==> config.mk <==
export PLATFORM = sky130hd
export DESIGN_NAME = crtc_reg_loader
export DESIGN_NICKNAME = d
export VERILOG_FILES = /design/src/rtl/crtc_reg_loader.sv
export SDC_FILE = /design/constraint.sdc
export NUM_CORES = 1
export LEC_CHECK = 0
export ABC_CLOCK_PERIOD_IN_PS = 2800
export CAP_MARGIN = 30
export CORE_ASPECT_RATIO = 0.5
export CORE_MARGIN = 2
export CORE_UTILIZATION = 50
export CTS_BUF_LIST = sky130_fd_sc_hd__clkbuf_4 sky130_fd_sc_hd__clkbuf_8 sky130_fd_sc_hd__clkbuf_16
export DETAILED_ROUTE_END_ITERATION = 6
export GPL_ROUTABILITY_DRIVEN = 0
export HOLD_SLACK_MARGIN = 0.12
export PLACE_DENSITY_LB_ADDON = 0.05
export SLEW_MARGIN = 20
export SYNTH_ARGS = -nofsm -noshare
export SYNTH_HDL_FRONTEND = slang
export SYNTH_SLANG_ARGS = --single-unit
==> constraint.sdc <==
create_clock -name CLOCK -period 2.8 [get_ports CLOCK]
set_input_delay 0.84 -clock CLOCK [delete_from_list [all_inputs] [get_ports CLOCK]]
set_output_delay 0.84 -clock CLOCK [all_outputs]
set_load 0.01 [all_outputs]
==> src/rtl/crtc_reg_loader.sv <==
// Loads a range of 6845 CRTC registers from a synchronous table, with optional readback check.
// Latency: 4 CLKEN steps per register (6 with readback) plus 2 (accept + finish); outputs registered.
// Backpressure: none; pacing is set only by CLKEN, and start is ignored while busy.
//
// Ports:
//   CLOCK, nRESET        : clock, asynchronous active-low reset
//   CLKEN                : step enable; state and outputs advance only on CLKEN edges
//   start/first_reg/last_reg/verify : load request and its parameters, latched on accept
//   tbl_addr/tbl_data    : synchronous table port (data valid one step after the address)
//   busy/done/err/err_reg: status; done is a single-CLOCK pulse, err is sticky until the next start
//   crtc_*               : 6845 bus (EN, nCS, R_nW, RS, DI out; DO in)
module crtc_reg_loader (
  input  logic       CLOCK,
  input  logic       nRESET,
  input  logic       CLKEN,
  input  logic       start,
  input  logic [3:0] first_reg,
  input  logic [3:0] last_reg,
  input  logic       verify,
  output logic [3:0] tbl_addr,
  input  logic [7:0] tbl_data,
  output logic       busy,
  output logic       done,
  output logic       err,
  output logic [3:0] err_reg,
  output logic       crtc_en,
  output logic       crtc_ncs,
  output logic       crtc_rnw,
  output logic       crtc_rs,
  output logic [7:0] crtc_di,
  input  logic [7:0] crtc_do
);

  typedef enum logic [2:0] {
    S_IDLE  = 3'd0,
    S_FETCH = 3'd1,
    S_SEL   = 3'd2,
    S_WR    = 3'd3,
    S_RSEL  = 3'd4,
    S_RD    = 3'd5,
    S_NEXT  = 3'd6,
    S_FIN   = 3'd7
  } state_t;

  // Bits of each readable register that the CRTC actually stores.
  function automatic logic [7:0] rd_mask(input logic [3:0] r);
    case (r)
      4'd10:   rd_mask = 8'h7F;
      4'd11:   rd_mask = 8'h1F;
      4'd14:   rd_mask = 8'h3F;
      default: rd_mask = 8'hFF;
    endcase
  endfunction

  state_t     r_state;
  logic [3:0] r_cur;
  logic [3:0] r_last;
  logic       r_verify;
  logic [7:0] r_exp;
  logic       r_busy;
  logic       r_done;
  logic       r_err;
  logic [3:0] r_err_reg;
  logic [3:0] r_tbl_addr;
  logic       r_en;
  logic       r_ncs;
  logic       r_rnw;
  logic       r_rs;
  logic [7:0] r_di;

  state_t     w_next;
  logic [3:0] w_cur;
  logic [3:0] w_last;
  logic       w_verify;
  logic [7:0] w_exp;
  logic       w_busy;
  logic       w_err;
  logic [3:0] w_err_reg;
  logic [3:0] w_tbl_addr;
  logic       w_en;
  logic       w_ncs;
  logic       w_rnw;
  logic       w_rs;
  logic [7:0] w_di;
  logic       w_readable;
  logic [7:0] w_mask;
  logic       w_mismatch;

  assign w_readable = (r_cur == 4'd10) || (r_cur == 4'd11) ||
                      (r_cur == 4'd14) || (r_cur == 4'd15);
  assign w_mask     = rd_mask(r_cur);
  assign w_mismatch = (crtc_do & w_mask) != (r_exp & w_mask);

  always_comb begin
    w_next     = r_state;
    w_cur      = r_cur;
    w_last     = r_last;
    w_verify   = r_verify;
    w_exp      = r_exp;
    w_busy     = r_busy;
    w_err      = r_err;
    w_err_reg  = r_err_reg;
    w_tbl_addr = r_tbl_addr;
    w_en       = 1'b0;
    w_ncs      = 1'b1;
    w_rnw      = 1'b1;
    w_rs       = 1'b0;
    w_di       = r_di;

    case (r_state)
      S_IDLE: begin
        if (start) begin
          w_cur     = first_reg;
          w_last    = last_reg;
          w_verify  = verify;
          w_busy    = 1'b1;
          w_err     = 1'b0;
          w_err_reg = 4'd0;
          w_next    = (first_reg > last_reg) ? S_FIN : S_FETCH;
        end
      end
      S_FETCH: w_next = S_SEL;
      S_SEL:   w_next = S_WR;
      S_WR:    w_next = (r_verify && w_readable) ? S_RSEL : S_NEXT;
      S_RSEL:  w_next = S_RD;
      S_RD: begin
        // crtc_do is valid while the read cycle is on the bus, i.e. in this state.
        if (w_mismatch) begin
          w_err = 1'b1;
          if (!r_err) w_err_reg = r_cur;
        end
        w_next = S_NEXT;
      end
      S_NEXT: begin
        if (r_cur == r_last) begin
          w_next = S_FIN;
        end else begin
          w_cur  = r_cur + 4'd1;
          w_next = S_FETCH;
        end
      end
      S_FIN: begin
        w_busy = 1'b0;
        w_next = S_IDLE;
      end
      default: w_next = S_IDLE;
    endcase

    // Bus and table outputs are registered with the values of the state being
    // entered, so each bus phase is stable for the whole of its state.
    case (w_next)
      S_FETCH: w_tbl_addr = w_cur;
      S_SEL: begin
        w_en = 1'b1; w_ncs = 1'b0; w_rnw = 1'b0; w_rs = 1'b0;
        w_di = {4'b0000, w_cur};
      end
      S_WR: begin
        w_en = 1'b1; w_ncs = 1'b0; w_rnw = 1'b0; w_rs = 1'b1;
        w_di  = tbl_data;
        w_exp = tbl_data;
      end
      S_RSEL: begin
        w_en = 1'b1; w_ncs = 1'b0; w_rnw = 1'b0; w_rs = 1'b0;
        w_di = {4'b0000, w_cur};
      end
      S_RD: begin
        w_en = 1'b1; w_ncs = 1'b0; w_rnw = 1'b1; w_rs = 1'b1;
      end
      default: ;
    endcase
  end

  always_ff @(posedge CLOCK or negedge nRESET) begin
    if (!nRESET) begin
      r_state    <= S_IDLE;
      r_cur      <= 4'd0;
      r_last     <= 4'd0;
      r_verify   <= 1'b0;
      r_exp      <= 8'd0;
      r_busy     <= 1'b0;
      r_done     <= 1'b0;
      r_err      <= 1'b0;
      r_err_reg  <= 4'd0;
      r_tbl_addr <= 4'd0;
      r_en       <= 1'b0;
      r_ncs      <= 1'b1;
      r_rnw      <= 1'b1;
      r_rs       <= 1'b0;
      r_di       <= 8'd0;
    end else begin
      // done is not held by CLKEN: it lasts exactly one CLOCK.
      r_done <= CLKEN && (r_state == S_FIN);
      if (CLKEN) begin
        r_state    <= w_next;
        r_cur      <= w_cur;
        r_last     <= w_last;
        r_verify   <= w_verify;
        r_exp      <= w_exp;
        r_busy     <= w_busy;
        r_err      <= w_err;
        r_err_reg  <= w_err_reg;
        r_tbl_addr <= w_tbl_addr;
        r_en       <= w_en;
        r_ncs      <= w_ncs;
        r_rnw      <= w_rnw;
        r_rs       <= w_rs;
        r_di       <= w_di;
      end
    end
  end

  assign tbl_addr = r_tbl_addr;
  assign busy     = r_busy;
  assign done     = r_done;
  assign err      = r_err;
  assign err_reg  = r_err_reg;
  assign crtc_en  = r_en;
  assign crtc_ncs = r_ncs;
  assign crtc_rnw = r_rnw;
  assign crtc_rs  = r_rs;
  assign crtc_di  = r_di;

endmodule

# After elaboration in Yosys (flattened, before gate mapping)
# Index checks and enable logic that the tools add are counted.
# totals
ff_bits	43
out_inout_bits	23
elab_cells	83
# op_classes
add_sub_neg	1
n_lt_le_gt_ge	1
eq_ne	21
mux	23
bitwise	2
reduce_logical	20
# ops
operator	count
one-hot mux 3 bit (8 select lines)	1
one-hot mux 8 bit (3 select lines)	1
two-way mux 4 bit	5
== test 3 bit, second input constant	6
AND 8 bit	2
== test 4 bit, second input constant	4
one-hot mux 4 bit (2 select lines)	2
one-hot mux 8 bit (2 select lines)	1
== test 3 x 2 -> 1 bit, second input constant	4
two-way mux 3 bit	3
!= test 8 bit	1
two-way mux 1 bit	7
== test 3 x 1 -> 1 bit, second input constant	2
!= test 2 bit, second input constant	3
AND reduction 2 bit	3
AND reduction 3 bit	2
nonzero test 2 bit	3
AND reduction 5 bit	1
adder 4 x 1 -> 4 bit, second input constant	1
== test 4 bit	1
greater-than comparator 4 bit	1
one-hot mux 1 bit (2 select lines)	2
AND reduction 4 bit	1
OR reduction 2 bit	2
other kinds (6)	9

# Logic depth before layout (Yosys ltp)
# Gate-level depths: netlist (run 1).
# depth
ltp_word	11
ltp_mapped	8
mapped_depth_nobuf	7

# Worst setup path before layout (run 1)
# OpenSTA, ideal clock, no wires.
# synth_path
path_kind	input -> register
start	in last_reg[1]
end	reg r_tbl_addr[1] (netlist: tbl_addr[1])
setup_ps	125
arrival_ps	2071
t_required_ps	2675
path_slack_ps	604
cell_stages	7
path_buffers	0
cell_sequence	inv_1 -> ha_1 -> nor2b_1 -> o211ai_1 -> a21oi_1 -> nand4b_1 -> mux2_2
# synth_via
elab_chain_cells	6
# synth_rtl
element	line_no	rtl
start, declared	18	input logic [3:0] last_reg,
greater-than comparator 4 bit	119	w_next = (first_reg > last_reg) ? S_FIN : S_FETCH;
two-way mux 3 bit	119	
two-way mux 3 bit	112	if (start) begin
one-hot mux 3 bit (8 select lines)	110	case (r_state)
== test 3 x 1 -> 1 bit	151	case (w_next)
AND reduction 2 bit (no source line)	-	
end signal, assigned	202	r_tbl_addr <= w_tbl_addr;
end, declared	64	logic [3:0] r_tbl_addr;
# No other way between the ends.
# A chain may end at the register's enable or synchronous reset.

# Final worst setup path (run 1)
# layout_path
start	in last_reg[1]
end	reg r_tbl_addr[3] (netlist: tbl_addr[3])
# The elaborated chain is that of the path after synthesis.

==> results.ini, run 1 <==
[detailed_routing]
vias_per_cell=5.60
drt_iter0_markers=132
wl_met3_um=349
vias=1864
drc=0
ant_nets=0
wl_per_cell_um=16.2
wl_met1_mm=2.72
routed.top_layer=met4
met2_length_mm=2.31
routed_wirelength_mm=5.39
drt_first_pass_iters=4

[power]
p_leak_nw=1.34
intPower_w=0.00197
power_w=0.00312
clkPwrFrac_pct=16.7
p_sw_w=0.00114
powerDensity_nw_per_um2=1030
peakVddDrop_mv=0.487
sw_frac_of_total_pct=36.7
p_seq_share_pct=37.3
combPwrFrac_pct=45.9

[global_route]
grt.overflow.total=0
grt_pass1_vias=1829
antenna_found_initial=0
track_usage_pct=23.0
grt_pass1_wl_mm=9.04
grt_max_degree=26

[worst_hold_path]
holdPathStages=2
hold_path_startpoint=busy
min_to=busy
hold_path_class=flop to flop

[timing]
setup_violations=0
whs_ps=502
finalSetupTns_ps=0
hold_viol=0
maxSlewViolCount=0
relSlewSlack_pct=51.2
max_freq_ghz=0.396
worst_slew_pin_slew_ps=723
period_minus_slack_ps=2530
finalCritPeriodShare_pct=90.2
fin_worst_skew_ps=5.57
rsz0062_at_grt=no

[critical_path]
r2r_end=tbl_addr[2]
start_kind=input pin
worst-setup-path-type=input pin to flop
crit_required_ps=2980
end_kind=flop
crit_fanout=4
r2r_start=r_cur[1]
cp.arrival_ps=2710
timing.reg2reg.setup_slack_ps=560
reg2reg_depth=5

[synth]
synth_common_cells=dfrtp_1 (41), mux2_2 (16), nand2_1 (15)
yosysMostFrequentCell=dfrtp_1
synth_edf_count=0
synth_top_area_share_pct=45.1
avgSynthCellArea_um2=10.6
synth_area_leaders=dfrtp_1 (45%), mux2_2 (7.9%), a22o_1 (3.5%)
async_flop_share_pct=100
synth_top_area_cell=dfrtp_1
ys_seq_elements=43
synthCells=215
synth.distinct_cells=51
synth_area_um2=2270
synth_nets=250
synth_flop_cell=dfrtp_1
ys_seq_area_share_pct=47.4
yosysWarnings=0

[final_layout]
syn2layout_area_growth_pct=32.9
seqCellArea_um2=1080
fillCellCount=334
stdcell_area_um2=3020
multi_input_area_um2=1090
nets=310
antenna_cells=0
drive_above_1_share_pct=16.7

[clock_tree]
htreeDepth=2
clkLatencyLatePin_ps=290
cts-resized-gates=0
clkTransAtPathRegs_ps=90
clk_path_buf_depth=2
hold_buffers=0
cts_setup_buffers=0
cts_tree=done
root_buffer=clkbuf_8
cts.sink_count=43
cts_buffers=5

[floorplanning]
rows=17
dieWidth_um=99.4
dieArea_um2=5130
ios=52
fp.dieH_um=51.7
start_util_pct=51.9
design.core.area_um2=4380

[placed_design]
place_area_um2=2900
dp_hpwl_mm=3.99
port_buffers=51

[run_status]
status=finished clean

[flow_run]
max_cap_violations=0

==> worst max-delay path, cell delays in order <==
cell             delay (ps)
clkdlybuf4s50_1         460
inv_1                    60
ha_1                    280
nor2b_1                 130
o211ai_1                150
a21oi_1                 100
nand4b_1                330
mux2_2                  360
==> placed cells by master (no fill, tap or decap), drive strengths merged, types with 5 or more instances in the layout <==
cell type	n
nand3	6
buf	15
o21ai	11
mux2	16
clkbuf	6
a22o	9
a21oi	10
dfrtp	41
nor2	13
xor2	7
ha	6
clkdlybuf4s50	50
a21o	5
xnor2	7
nand2	15
inv	13
==> how the worst max path moves through the flow <==
stage | startpoint | endpoint | slack [ps] | cells after the start
floorplan | last_reg[1] | tbl_addr[1] | 600 | 7
global placement | last_reg[1] | tbl_addr[2] | 20 | 8
detailed placement | last_reg[1] | tbl_addr[3] | -30 | 8
CTS | last_reg[1] | tbl_addr[3] | 270 | 8
global route | last_reg[1] | tbl_addr[0] | 180 | 9
finish | last_reg[1] | tbl_addr[3] | 270 | 8
==> power groups by stage <==
stage	Sequential (W)	Combinational [W]	Clock [W]
finish	0.00116	0.00143	0.000522
global route	0.00121	0.00157	0.000557
CTS	0.00116	0.00144	0.000533
detailed placement	0.00117	0.00143	0
global placement	0.00117	0.00139	0
floorplan	0.00113	0.000885	0
==> layer usage <==
| metal | vias up | GRT usage (%) |
|---|---|---|
| met5 | - | 0 |
| met4 | 0 | 3.42 |
| met3 | 2 | 6.85 |
| met2 | 54 | 35.2 |
| met1 | 920 | 33.1 |
| li1 | 888 | - |
==> final cells by class <==
| type | instances | share of cell area (%) |
|---|---|---|
| well taps | 57 | 2.36 |
| flip-flops and latches | 43 | 35.7 |
| clock buffers | 6 | 2.73 |
| inverters | 12 | 1.49 |
| multi-input cells | 148 | 36.2 |
| repair buffers | 65 | 20.2 |
| clock inverters | 2 | 1.28 |
==> kinds of logic (layout without fill, tap and decap cells) <==
kind of cell / after synthesis / after routing / share of synthesized area, %
simple gates: 54 / 54 / 12.7
xor+xnor: 14 / 14 / 5.72
mux: 17 / 17 / 8.37
fa+ha+maj: 6 / 6 / 3.30
compound gates: 57 / 57 / 18.0
flops: 43 / 43 / 47.4
buf+inv: 24 / 85 / 4.46
==> through the flow <==
step                utilization (%)  worst slack [ps]  std cells
finish                         68.9               273        333
global route                   68.9               179        333
CTS                            68.9               273        333
detailed placement             66.2             -29.4        325
global placement               66.2              22.6        325
floorplan                         -               604        215
No activity file was read; power rests on OpenSTA's default activity.
==> run 2, diff against run 1 <==
--- a/config.mk
+++ b/config.mk
@@ -12,7 +12,6 @@
 export CORE_UTILIZATION = 50
 export CTS_BUF_LIST = sky130_fd_sc_hd__clkbuf_4 sky130_fd_sc_hd__clkbuf_8 sky130_fd_sc_hd__clkbuf_16
 export DETAILED_ROUTE_END_ITERATION = 6
-export GPL_ROUTABILITY_DRIVEN = 0
 export HOLD_SLACK_MARGIN = 0.12
 export PLACE_DENSITY_LB_ADDON = 0.05
 export SLEW_MARGIN = 20
==> results of run 2 <==
Final layout, timing and power as in run 1 (identical DEF).
